**src/rtl/shift_add_multiplier_if.sv**
```systemverilog
// Request/result bundle for shift_add_multiplier. SIGNED_MUL_EN adds the i_signed request qualifier.
interface shift_add_multiplier_if #(
  parameter int WIDTH = 32
);
  // Handshake: i_start is sampled on a rising edge while the block is idle or
  // in its one-cycle done state. i_a/i_b (and i_signed) are captured only on
  // that accepting edge. o_busy is high for the WIDTH iteration cycles, and
  // o_done pulses for one cycle with o_product valid. o_product holds until the
  // next accepted i_start.
  logic                 i_start;
  logic [WIDTH-1:0]     i_a;
  logic [WIDTH-1:0]     i_b;
`ifdef SIGNED_MUL_EN
  logic                 i_signed;
`endif
  logic                 o_busy;
  logic                 o_done;
  logic [2*WIDTH-1:0]   o_product;

  modport master (
`ifdef SIGNED_MUL_EN
    output i_signed,
`endif
    output i_start, i_a, i_b,
    input  o_busy, o_done, o_product
  );

  modport slave (
`ifdef SIGNED_MUL_EN
    input  i_signed,
`endif
    input  i_start, i_a, i_b,
    output o_busy, o_done, o_product
  );
endinterface

```
**src/rtl/shift_add_multiplier.sv**
```systemverilog
// Sequential shift-and-add multiplier: WIDTH x WIDTH -> 2*WIDTH in WIDTH iteration cycles.
// Define SIGNED_MUL_EN for two's-complement operation selected per request by i_signed.
module shift_add_multiplier #(
  parameter int WIDTH = 32
) (
  input  logic                   i_clk,
  input  logic                   i_rst_n,
  shift_add_multiplier_if.slave  bus,
  output logic [1:0]             o_dbg_state
);

  localparam int CW = $clog2(WIDTH + 1);

  typedef enum logic [1:0] {
    S_IDLE = 2'd0,
    S_RUN  = 2'd1,
    S_DONE = 2'd2
  } state_t;

  state_t               r_state;
  state_t               w_next_state;
  logic [WIDTH-1:0]     r_mcand;
  logic [2*WIDTH-1:0]   r_prod;
  logic                 r_carry;
  logic [CW-1:0]        r_count;
  logic                 r_neg;

  logic                 w_accept;
  logic                 w_last;
  logic [WIDTH-1:0]     w_a_mag;
  logic [WIDTH-1:0]     w_b_mag;
  logic                 w_neg_in;
  logic [WIDTH:0]       w_sum;
  logic [2*WIDTH-1:0]   w_shifted;

  // Operands enter the datapath as magnitudes; the sign is reapplied on the last iteration.
  always_comb begin
    w_a_mag  = bus.i_a;
    w_b_mag  = bus.i_b;
    w_neg_in = 1'b0;
`ifdef SIGNED_MUL_EN
    if (bus.i_signed) begin
      if (bus.i_a[WIDTH-1]) w_a_mag = -bus.i_a;
      if (bus.i_b[WIDTH-1]) w_b_mag = -bus.i_b;
      w_neg_in = bus.i_a[WIDTH-1] ^ bus.i_b[WIDTH-1];
    end
`endif
  end

  // One iteration: conditional add into the high half, then shift {carry, product} right.
  always_comb begin
    w_sum     = {r_carry, r_prod[2*WIDTH-1:WIDTH]} + {1'b0, (r_prod[0] ? r_mcand : '0)};
    w_shifted = {w_sum, r_prod[WIDTH-1:1]};
    w_last    = (r_count == CW'(1));
  end

  always_comb begin
    w_next_state = r_state;
    w_accept     = 1'b0;
    case (r_state)
      S_IDLE: begin
        if (bus.i_start) begin
          w_accept     = 1'b1;
          w_next_state = S_RUN;
        end
      end
      S_RUN: begin
        if (w_last) w_next_state = S_DONE;
      end
      S_DONE: begin
        if (bus.i_start) begin
          w_accept     = 1'b1;
          w_next_state = S_RUN;
        end else begin
          w_next_state = S_IDLE;
        end
      end
      default: w_next_state = S_IDLE;
    endcase
  end

  always_ff @(posedge i_clk or negedge i_rst_n) begin
    if (!i_rst_n) r_state <= S_IDLE;
    else          r_state <= w_next_state;
  end

  always_ff @(posedge i_clk or negedge i_rst_n) begin
    if (!i_rst_n) begin
      r_mcand <= '0;
      r_prod  <= '0;
      r_carry <= 1'b0;
      r_count <= '0;
      r_neg   <= 1'b0;
    end else if (w_accept) begin
      r_mcand <= w_a_mag;
      r_prod  <= {{WIDTH{1'b0}}, w_b_mag};
      r_carry <= 1'b0;
      r_count <= CW'(WIDTH);
      r_neg   <= w_neg_in;
    end else if (r_state == S_RUN) begin
      r_carry <= 1'b0;
      r_count <= r_count - CW'(1);
      r_prod  <= (w_last && r_neg) ? -w_shifted : w_shifted;
    end
  end

  assign bus.o_busy    = (r_state == S_RUN);
  assign bus.o_done    = (r_state == S_DONE);
  assign bus.o_product = r_prod;
  assign o_dbg_state   = r_state;

endmodule

```
**src/flat_wrapper.sv**
```systemverilog
// flat-port wrapper written by rule: the top's interface ports become plain ports
module shift_add_multiplier_flat 
#(
  parameter int WIDTH = 32
)
  (i_clk, i_rst_n, o_dbg_state, bus_i_start, bus_i_a, bus_i_b, bus_o_busy, bus_o_done, bus_o_product);
  shift_add_multiplier_if #(.WIDTH(WIDTH)) bus_i ();
  input  logic i_clk;
  input  logic i_rst_n;
  output logic [1:0] o_dbg_state;
  input wire logic [$bits(bus_i.i_start)-1:0] bus_i_start;
  input wire logic [$bits(bus_i.i_a)-1:0] bus_i_a;
  input wire logic [$bits(bus_i.i_b)-1:0] bus_i_b;
  output wire logic [$bits(bus_i.o_busy)-1:0] bus_o_busy;
  output wire logic [$bits(bus_i.o_done)-1:0] bus_o_done;
  output wire logic [$bits(bus_i.o_product)-1:0] bus_o_product;
  assign bus_i.i_start = bus_i_start;
  assign bus_i.i_a = bus_i_a;
  assign bus_i.i_b = bus_i_b;
  assign bus_o_busy = bus_i.o_busy;
  assign bus_o_done = bus_i.o_done;
  assign bus_o_product = bus_i.o_product;
  shift_add_multiplier #(.WIDTH(WIDTH)) u_core (.i_clk(i_clk), .i_rst_n(i_rst_n), .bus(bus_i), .o_dbg_state(o_dbg_state));
endmodule
```
**config.mk**
```make
export PLATFORM = sky130hd
export DESIGN_NAME = shift_add_multiplier_flat
export DESIGN_NICKNAME = d
export VERILOG_FILES = /design/src/rtl/shift_add_multiplier_if.sv /design/src/rtl/shift_add_multiplier.sv /design/src/flat_wrapper.sv
export SDC_FILE = /design/constraint.sdc
export NUM_CORES = 1
export LEC_CHECK = 0
export CAP_MARGIN = 10
export CORE_MARGIN = 5
export CORE_UTILIZATION = 41
export CTS_CLUSTER_SIZE = 25
export DETAILED_ROUTE_END_ITERATION = 8
export HOLD_SLACK_MARGIN = 0.03
export PLACE_DENSITY_LB_ADDON = 0.1
export SYNTH_ARGS = -nofsm -noshare
export SYNTH_HDL_FRONTEND = slang
export SYNTH_SLANG_ARGS = --single-unit
```
**constraint.sdc**
```tcl
create_clock -name i_clk -period 3.2 [get_ports i_clk]
set_input_delay 0.32 -clock i_clk [delete_from_list [all_inputs] [get_ports i_clk]]
set_output_delay 0.32 -clock i_clk [all_outputs]
set_load 0.02 [all_outputs]
```
; After elaboration in Yosys (flattened, before gate mapping)
; Index checks and enable logic that the tools add are counted.
[totals]
register_bits = 105
inputBits = 67
[classes]
add_sub_neg = 2
n_eq_ne = 5
n_reduce_logical = 4
n_mux = 13
[op_table]
columns = operator, count
row1 = 64-bit two-way mux, 2
row2 = 33-bit by 32-bit adder with 33-bit output, 1
row3 = 32-bit two-way mux, 1
row4 = 6-bit two-way mux, 2
row5 = 6-bit by 1-bit == test with 1-bit output (second input constant), 1
row6 = 2-bit case mux with 3 select lines, 1
row7 = 6-bit by 1-bit subtractor with 6-bit output (second input constant), 1
row8 = 1-bit two-way mux, 5
row9 = 2-bit two-way mux, 2
row10 = 2-bit by 1-bit == test with 1-bit output (second input constant), 1
row11 = 2-bit == test (second input constant), 1
row12 = 2-bit logical NOT, 1
row13 = 2-bit by 1-bit != test with 1-bit output (second input constant), 1
row14 = 2-bit != test (second input constant), 1
row15 = 2-bit AND reduction, 1
row16 = 2-bit nonzero test, 1
row17 = 2-bit OR reduction, 1

; Longest topological paths before layout
[logic_depth]
word_depth = 4
ltp_mapped = 12
ltp_nobuf = 12

; Worst setup path after synthesis
; OpenSTA, ideal clock, no wires.
[synth_path]
path_type = reg-to-reg
start = register u_core.r_prod[0] (netlist: u_core.bus.o_product[0])
end = register u_core.r_prod[58] (netlist: u_core.bus.o_product[58])
stages_incl_launch_ff = 12
n_path_buf = 1
setup_time_ns = 0.131
arrival_time_ns = 2.800
path_slack_ns = 0.269
cell_sequence = dfrtp_1 > clkbuf_1 > and2_1 > ha_1 > a21o_1 > a21oi_2 > or3b_1 > a311oi_2 > nor3_1 > or2_4 > nor4b_4 > or3_1
[synth_via]
elab_chain_len = 4
[synth_lines]
columns = item, line
row1 = "start, declared", shift_add_multiplier.sv:23  ; logic [2*WIDTH-1:0] r_prod;
row2 = "start signal, assigned", shift_add_multiplier.sv:96  ; r_prod <= {{WIDTH{1'b0}}, w_b_mag};
row3 = "start signal, assigned", shift_add_multiplier.sv:103  ; r_prod <= (w_last && r_neg) ? -w_shifted : w_shifted;
row4 = 32-bit two-way mux, shift_add_multiplier.sv:52  ; w_sum = {r_carry, r_prod[2*WIDTH-1:WIDTH]} + {1'b0, (r_prod[0] ? r_mcand : '0)};
row5 = 33-bit by 32-bit adder with 33-bit output, shift_add_multiplier.sv:52
row6 = 64-bit two-way mux, shift_add_multiplier.sv:100  ; end else if (r_state == S_RUN) begin
row7 = 64-bit two-way mux, shift_add_multiplier.sv:94  ; end else if (w_accept) begin
; Every way passes these cells. The select of a mux whose other input is x is not followed.
; A chain may end at the register's enable or synchronous reset.

; Worst setup path in the final report
; Ends and elaborated chain as after synthesis.

==> results.cfg <==
[critical_path]
worst-setup-path-type = flop to flop
endpoint_kind = flop
crit_fanout = 16
slowest_stage = or3b_1
worstPathCellList = buf_4 > and2_1 > ha_1 > a21o_1 > a21oi_2 > or3b_1 > a311oi_2 > nor3_1 > or2_4 > nor4b_4 > or3_1
start_kind = flop
critPathMaxStageDelay_ns = 0.40
crit_arrival_ns = 3.29
critPathRequiredTime_ns = 3.43

[routing]
via_per_inst = 5.282
first_pass_iters = 4
drcViolationCount = 0
finalWirelength_um = 15670
ant_nets = 0
drt_iter0_markers = 236
vias = 5261
wl_per_cell_um = 15.73

[synth]
yosys_warnings = 0
netlist_area_um2 = 6013
ys_types = 63
synth.top_cell.area_share_pct = 43.28
syn-num-nets = 789
yosysTopAreaCell = dfrtp_1
yosys-top-cells-count = nand2_1, dfrtp_1, o21ai_0
avgSynthCellArea_um2 = 8.753
synth_ff_type = dfrtp_1
synth_most_common_cell = nand2_1
synth_area_leaders = dfrtp_1, nand2_1, ha_1
synth_seq_cells = 104
synthCells = 687
ys_seq_area_share_pct = 43.28
async_flop_share_pct = 100.0
synth-edff-count = 0

[placed_design]
dpl.hpwl_um = 11260
port_buffers = 134
placed_cell_area_um2 = 7500
gp_congestion = 0.9167
placed_cells = 980
dpl_worst_slack_ns = 0.1725

[clock_tree]
postCtsSetupBuffers = 0
numCtsBuffers = 9
cts_tree = done
cts-root-buf = clkbuf_16
clock-sinks = 104
clk_path_buf_depth = 2
htree_num_levels = 3
cts_hold_buf = 0
worstSkewPairLatency_ns = 0.35
path_clk_slew_ns = 0.07

[floorplan]
die_h_um = 131.1
placementRows = 44
coreArea_um2 = 14480
fp.dieArea_um2 = 17190
initial_core_util_pct = 41.53
die-width_um = 131.1
ios = 135

[global_routing]
grt_max_degree = 65
grt_pass1_wl_um = 26880
grt_use_total_pct = 18.52
grt_pass1_vias = 5598
antenna_found_initial = 0
grt-ovfl-total = 0

[timing]
period_minus_slack_ns = 3.057
setup_viol = 0
hold_viol = 0
slew_violations = 0
whs_ns = 0.04349
relSlewSlack_pct = 35.64
tightestPinTransition_ns = 0.9631
setup_ws_ns = 0.1433
fin_crit_sh_pct = 95.52
finClkSkew_ns = 0.009109
fmax_mhz = 327.2

[hold_path]
hold_class = primary input to asynchronous set/reset pin

[layout]
n_fill_cell = 1363
layout-drive-gt1-share_pct = 5.665
final_cell_count_no_fill = 996
area_growth_pct = 29.78
final_nets = 909
diodes = 0
fin_area_um2 = 7804

[power_and_ir_drop]
powerDensity_nw_per_um2 = 885.7
p_leak_nw = 3.584
finalPower_mw = 6.912
ir_drop_v = 0.0004013

[run_status]
outcome = finished, final reports clean

[run]
maxCapViolCount = 0
## path summary, 6_finish.rpt
check	start	end	slack (ns)	depth (start not counted)
min reg2reg	u_core.r_mcand[28]	u_core.r_mcand[28]	0.47	2
max reg2reg	u_core.bus.o_product[0]	u_core.bus.o_product[58]	0.14	11
min in group i_clk	u_core.r_mcand[28]	u_core.r_mcand[28]	0.47	2
max	u_core.bus.o_product[0]	u_core.bus.o_product[58]	0.14	11
min	i_rst_n	u_core.r_mcand[7]	0.04	1
max in group asynchronous	i_rst_n	u_core.bus.o_product[55]	2.46	2
## power breakdown
part / leakage, nW / total [mW] / internal (mW) / switching (mW)
registers: 1.25 / 2.15 / 1.76 / 0.391
logic: 2.20 / 3.73 / 1.74 / 2.00
clock network: 0.126 / 1.03 / 0.534 / 0.493
total: 3.58 / 6.91 / 4.03 / 2.88
## critical path, delay by kind of cell (launching register included)
family / cells / cell delay, ns
flops: 1 / 0.38
buf+inv: 1 / 0.19
compound gates: 3 / 0.61
fa+ha+maj: 1 / 0.35
simple gates: 6 / 1.41
## cells in the final DEF, fill, tap and decap left out, types with 5 or more instances in the layout
master           instances
a21o_1                  16
a21oi_1                 26
a22oi_1                 32
a31oi_1                  5
and2_1                  33
buf_4                   13
clkbuf_16                9
clkdlybuf4s50_1        133
dfrtp_1                104
ha_1                    34
inv_1                   10
nand2_1                212
nand3_1                  6
nand4_1                 12
nor2_1                  13
nor3_1                   5
o21ai_0                 38
o21ai_1                  6
o21bai_1                 5
xnor2_1                 14
xor2_1                  13
## cell families after synthesis
group | count (synthesis) | synth area share [%]
compound gates | 162 | 17.79
xor+xnor | 27 | 3.933
fa+ha+maj | 35 | 7.407
buf+inv | 49 | 4.141
flops | 104 | 43.28
mux | 1 | 0.1665
simple gates | 309 | 23.28
## stage by stage
| step | util (%) | TNS [ns] |
|---|---|---|
| global route | 53.90 | -0.00007105 |
| global placement | 51.80 | 0 |
| floorplan | - | 0 |
| detailed placement | 51.80 | 0 |
| finish | 53.90 | 0 |
| CTS | 53.69 | 0 |
## sequential cells by signal, summed over array words and instances, names as in the netlist
name and cells:
u_core.o_dbg_state 2, u_core.bus.o_product 64, u_core.r_mcand 32, u_core.r_count 6
## area by class of cell
type	instances	area (um2)	share of cell area [%]
Clock inverter	5	41.29	0.5291
Inverter	11	41.29	0.5291
Clock buffer	11	232.7	2.982
Multi-Input combinational cell	534	3207	41.09
Timing Repair Buffer	147	1449	18.57
Sequential cell	104	2603	33.35
Tap cell	184	230.2	2.950
## what timing repair did
action	in CTS	in global routing
gates resized for setup	0	5
hold endpoints to repair	0	0
endpoints found under the setup margin	0	6
## layer usage
metal / routed length [um] / vias to the layer above / GRT usage, %
met3: 1012 / 17 / 6.116
li1: - / 2603 / -
met1: 7066 / 2498 / 24.55
met5: 0 / - / 0
met2: 7342 / 143 / 29.12
met4: 248 / 0 / 5.196
(Power assumes the default switching activity.)
